--- config.mk ---
export PLATFORM = sky130hd
export DESIGN_NAME = hour12_clock_ctrl
export DESIGN_NICKNAME = d
export VERILOG_FILES = /design/src/rtl/hour12_clock_pkg.sv /design/src/rtl/hour12_clock_ctrl_mod_n_counter.sv /design/src/rtl/hour12_clock_ctrl.sv
export SDC_FILE = /design/constraint.sdc
export NUM_CORES = 1
export LEC_CHECK = 0
export BUFFER_PORTS_ARGS = -buffer_cell sky130_fd_sc_hd__clkbuf_2
export CAP_MARGIN = 40
export CORE_MARGIN = 3
export CORE_UTILIZATION = 47
export DETAILED_ROUTE_END_ITERATION = 10
export HOLD_SLACK_MARGIN = 0.05
export MAX_ROUTING_LAYER = met4
export PLACE_DENSITY = 0.79
export RECOVER_POWER = 25
export SLEW_MARGIN = 20
export SYNTH_ARGS = -nofsm -noshare
export SYNTH_HDL_FRONTEND = slang
export SYNTH_SLANG_ARGS = --single-unit
--- constraint.sdc ---
create_clock -name clk -period 1.65 [get_ports clk]
set_clock_uncertainty 0.05 [all_clocks]
set_input_delay 0.0825 -clock clk [delete_from_list [all_inputs] [get_ports clk]]
set_output_delay 0.0825 -clock clk [all_outputs]
set_load 0.1 [all_outputs]
--- src/rtl/hour12_clock_pkg.sv ---
// hour12_clock_pkg: shared state encodings and counter limits for the 12-hour clock
package hour12_clock_pkg;
  typedef enum logic [1:0] {
    RUN     = 2'b00,
    SET_HR  = 2'b01,
    SET_MIN = 2'b10
  } state_t;
  localparam int SEC_MAX  = 59;
  localparam int MIN_MAX  = 59;
  localparam int HR_MIN   = 1;
  localparam int HR_MAX   = 12;
  localparam int HR_RESET = 12;
endpackage

--- src/rtl/hour12_clock_ctrl_mod_n_counter.sv ---
// mod_n_counter: modulo-N up counter with clear, carry on terminal count while enabled
module mod_n_counter #(
  parameter int N     = 60,
  parameter int WIDTH = 6
) (
  input  logic             clk,
  input  logic             reset,
  input  logic             en,
  input  logic             clr,
  output logic [WIDTH-1:0] count,
  output logic             carry
);
  assign carry = en && count == WIDTH'(N - 1);
  always_ff @(posedge clk or negedge reset)
    if (!reset) count <= '0;
    else if (clr) count <= '0;
    else if (en) count <= count >= WIDTH'(N - 1) ? '0 : count + 1'b1;
endmodule

--- src/rtl/hour12_clock_ctrl.sv ---
// hour12_clock_ctrl: 12-hour time-of-day sequencer with RUN/SET_HR/SET_MIN mode FSM
module hour12_clock_ctrl
  import hour12_clock_pkg::*;
(
  input  logic       clk,
  input  logic       reset,
  input  logic       tick,
  input  logic       mode,
  input  logic       inc,
  output logic [3:0] hours,
  output logic [5:0] minutes,
  output logic [5:0] seconds,
  output logic       pm,
  output logic [1:0] state,
  output logic       hour_tick
);
  state_t st;
  logic is_run, is_hr, is_min;
  logic sec_en, sec_carry, min_en, min_carry, hr_run, hr_set;
  logic [3:0] hr_next;
  assign is_run  = st == RUN;
  assign is_hr   = st == SET_HR;
  assign is_min  = st == SET_MIN;
  assign sec_en  = is_run && tick;
  assign min_en  = (is_run && tick && sec_carry) || (is_min && inc && !mode);
  assign hr_run  = is_run && min_carry;
  assign hr_set  = is_hr && inc && !mode;
  assign hr_next = (hours >= 4'(HR_MAX) || hours < 4'(HR_MIN)) ? 4'(HR_MIN) : hours + 4'd1;
  assign state   = st;
  mod_n_counter #(.N(SEC_MAX + 1), .WIDTH(6)) u_sec (
    .clk(clk), .reset(reset), .en(sec_en), .clr(is_min && mode), .count(seconds), .carry(sec_carry)
  );
  mod_n_counter #(.N(MIN_MAX + 1), .WIDTH(6)) u_min (
    .clk(clk), .reset(reset), .en(min_en), .clr(1'b0), .count(minutes), .carry(min_carry)
  );
  always_ff @(posedge clk or negedge reset)
    if (!reset) begin
      st        <= RUN;
      hours     <= 4'(HR_RESET);
      pm        <= 1'b0;
      hour_tick <= 1'b0;
    end else begin
      hour_tick <= hr_run;
      if (hr_run || hr_set) hours <= hr_next;
      if (hr_run && hours == 4'(HR_MAX - 1)) pm <= !pm;
      case (st)
        RUN:     if (mode) st <= SET_HR;
        SET_HR:  if (mode) st <= SET_MIN;
        SET_MIN: if (mode) st <= RUN;
        default: st <= RUN;
      endcase
    end
endmodule

==> impl_metrics.csv <==
group,metric,value,unit
synth,yosysTopAreaCell,"dfrtp_1",
synth,yosysTopAreaCellShare,39.9,%
timing,max-slew-margin-rel,27.4,%
floorplanning,core-area,2250,µm²
cells_and_area,multi_input_area,621,µm²
worst_setup_path,slowest_delay,0.51,ns
global_route,grt_pass1_vias,845,
flow_run,max_cap_violations,0,
clocking,clock_latency,0.30,ns
timing,hold_viol,0,
synth,synth_ff_type,"dfrtp_1",
timing,max_freq,0.609,GHz
global_route,antenna_found_initial,0,
timing,tns,0,ns
global_route,grt_pass1_wl,3860,µm
synth,synth-seq-area-share,44.5,%
route,routed_wl,2540,µm
route,vias_per_cell,5.72,
min_path,hp-class,"primary input to flip-flop",
worst_setup_path,cp.required,1.80,ns
cells_and_area,regArea,541,µm²
timing,period_share,99.5,%
worst_setup_path,worstSetupEndpointType,"flip-flop",
worst_setup_path,worstSetupPathType,"flip-flop to flip-flop",
route,dr_total_vias,1023,
synth,synth-edff-count,0,
clocking,clockRootBuffer,"clkbuf_4",
cells_and_area,fillers,178,
floorplanning,die_w,55.0,µm
timing,rsz0062_at_grt,"true",
cells_and_area,area_delta_synth_final,33.6,%
route,drt_iter0_markers,17,
timing,final-setup-viol-count,0,
route,remaining_drc_errors,0,
synth,syn_area_per_cell,10.3,µm²
worst_setup_path,crit_path_start_kind,"flip-flop",
route,ant_nets,0,
floorplanning,initial_utilization,50.1,%
cells_and_area,fin_nets,161,
placed_design,globalplace.congestion,0.800,
clocking,htreeDepth,1,
synth,syn_nets,119,
run_status,status,"complete, no violations",
synth,synth_area_leaders,"dfrtp_1 40%, dfstp_2 4.7%, ha_1 4.4%, o21ai_1 3.1%, nand2_1 3.0%",
floorplanning,ioPinCount,25,
timing,worst_slew_pin_slew,1.09,ns
floorplanning,rows,17,
cells_and_area,stdcell_area,1510,µm²
global_route,grt.overflow.total,0,
clocking,clock_sinks,20,
placed_design,dp_hpwl,1830,µm
worst_setup_path,crit_arrival,1.79,ns
clocking,cts_tree,"done",
worst_setup_path,critPathMaxFanout,4,
floorplanning,die_y,55.0,µm
synth,yosysUniqueCellTypes,44,
route,wl_per_cell,14.2,µm
clocking,path_clk_slew,0.11,ns
synth,synth_seq_cells,20,
synth,async_reset_ff_share,100,%
synth,synth_area,1130,µm²
synth,yosysWarnings,0,
worst_setup_path,cp_cell_sequence,"ha_4 > and4b_1 > and4_4 > nor2_4 > mux2_4",
timing,min_period,1.64,ns
placed_design,placedInstanceArea,1410,µm²
cells_and_area,drive_gt1_share,47.7,%
placed_design,io_buffer_count,24,
global_route,grt_max_degree,21,
route,dr.pass1.iters,4,
floorplanning,dieArea,3030,µm²
synth,syn-instance-count,110,
cells_and_area,antenna_cells,0,
clocking,cts_buffers,3,
clocking,cts_buffer_depth,2,
global_route,gr-usage-all-layers,18.5,%
worst_setup_path,cpMaxStageDelayCell,"dfrtp_4",
timing,maxSlewViolCount,0,
==> layout by cell type, fill, tap and decap left out, drive strengths merged, types with 2 or more instances in the layout <==
cell,count
a21oi,5
a31oi,2
and3,2
and4bb,2
buf,17
clkbuf,28
dfrtp,18
dfstp,2
dlygate4sd3,2
ha,4
inv,4
mux2i,3
nand2,9
nand2b,2
nand3,4
nand4b,2
nor2,6
nor2b,2
nor3,2
o21ai,11
o2bb2ai,2
xnor2,2
==> worst max-delay path: cells and delay by family (launching register included) <==
family	cells	cell delay, ns
adders and majority gates	1	0.18
and+or+nand+nor	3	0.51
DFF	1	0.51
muxes	1	0.30
==> synth_stat cells (all sizes together), types with 2 or more instances <==
cell	n
dfrtp	18
ha	4
and3	2
nand3	4
nand2b	2
a31oi	2
nand2	9
xnor2	2
inv	4
and4bb	2
o2bb2ai	2
dfstp	2
mux2i	3
nor2b	2
a21oi	5
nor3	2
nand4b	2
nor2	6
buf	6
o21ai	11
==> registers in the layout (all words and copies together) (netlist names) <==
| signal | count |
|---|---|
| u_min.count | 6 |
| pm | 1 |
| state | 2 |
| hour_tick | 1 |
| hours | 4 |
| u_sec.count | 6 |
==> cell type report <==
class	instances	share of cell area, %
repair buffers	43	18.0
multi-input cells	80	41.1
well taps	28	2.32
clock buffers	4	1.74
inverters	4	0.995
flip-flops and latches	20	35.8
==> path summary, 6_finish.rpt <==
path / startpoint / to / slack, ns / cells past startpoint
max in group asynchronous: reset / u_min.count[0]$_DFFE_PN0P_ / 0.34 / 2
worst min-delay path: tick / u_sec.count[0]$_DFFE_PN0P_ / 0.18 / 4
min in group asynchronous: reset / u_sec.count[2]$_DFFE_PN0P_ / 0.43 / 2
worst min register to register: pm$_DFFE_PN0P_ / pm$_DFFE_PN0P_ / 0.43 / 1
worst max-delay path: u_sec.count[1]$_DFFE_PN0P_ / hours[0]$_DFFE_PN0P_ / 0.008 / 5
worst max register to register: u_sec.count[1]$_DFFE_PN0P_ / hours[0]$_DFFE_PN0P_ / 0.008 / 5
==> metal layers <==
layer | GRT usage [%] | vias up | wire length (µm)
met5 | - | - | 0
met4 | 11.3 | 0 | 86
met3 | 3.49 | 8 | 114
met2 | 26.0 | 27 | 1160
met1 | 24.6 | 496 | 1180
li1 | - | 492 | -
==> cell families after synthesis <==
kind of cell    after synthesis  synth area share, %
fa+ha+maj                     5                 5.32
flops                        20                 44.5
buf+inv                      10                 5.65
simple gates                 40                 22.6
compound gates               29                 16.4
mux                           4                 3.99
xor+xnor                      2                 1.55
==> timing repair <==
item,in CTS,in global routing
hold buffers,2,0
resized for setup,4,6
pin swaps,0,3
setup endpoints to repair,4,10
cloned,0,1
setup buffers,0,1
endpoints found under the hold margin,21,0
==> per-stage QoR <==
step,hold WS [ns],cells,util (%),setup WS (ns)
floorplan,-0.263,110,-,-0.255
global placement,0.0214,171,62.6,0.0310
detailed placement,0.0293,171,62.6,-0.0280
CTS,0.215,177,65.0,0.00399
global route,0.152,179,66.9,-0.0375
finish,0.176,179,66.9,0.00802
Power is left out: the tool's default activity adds up to more than one toggle a clock period on the data nets, which glitch-free logic cannot reach.
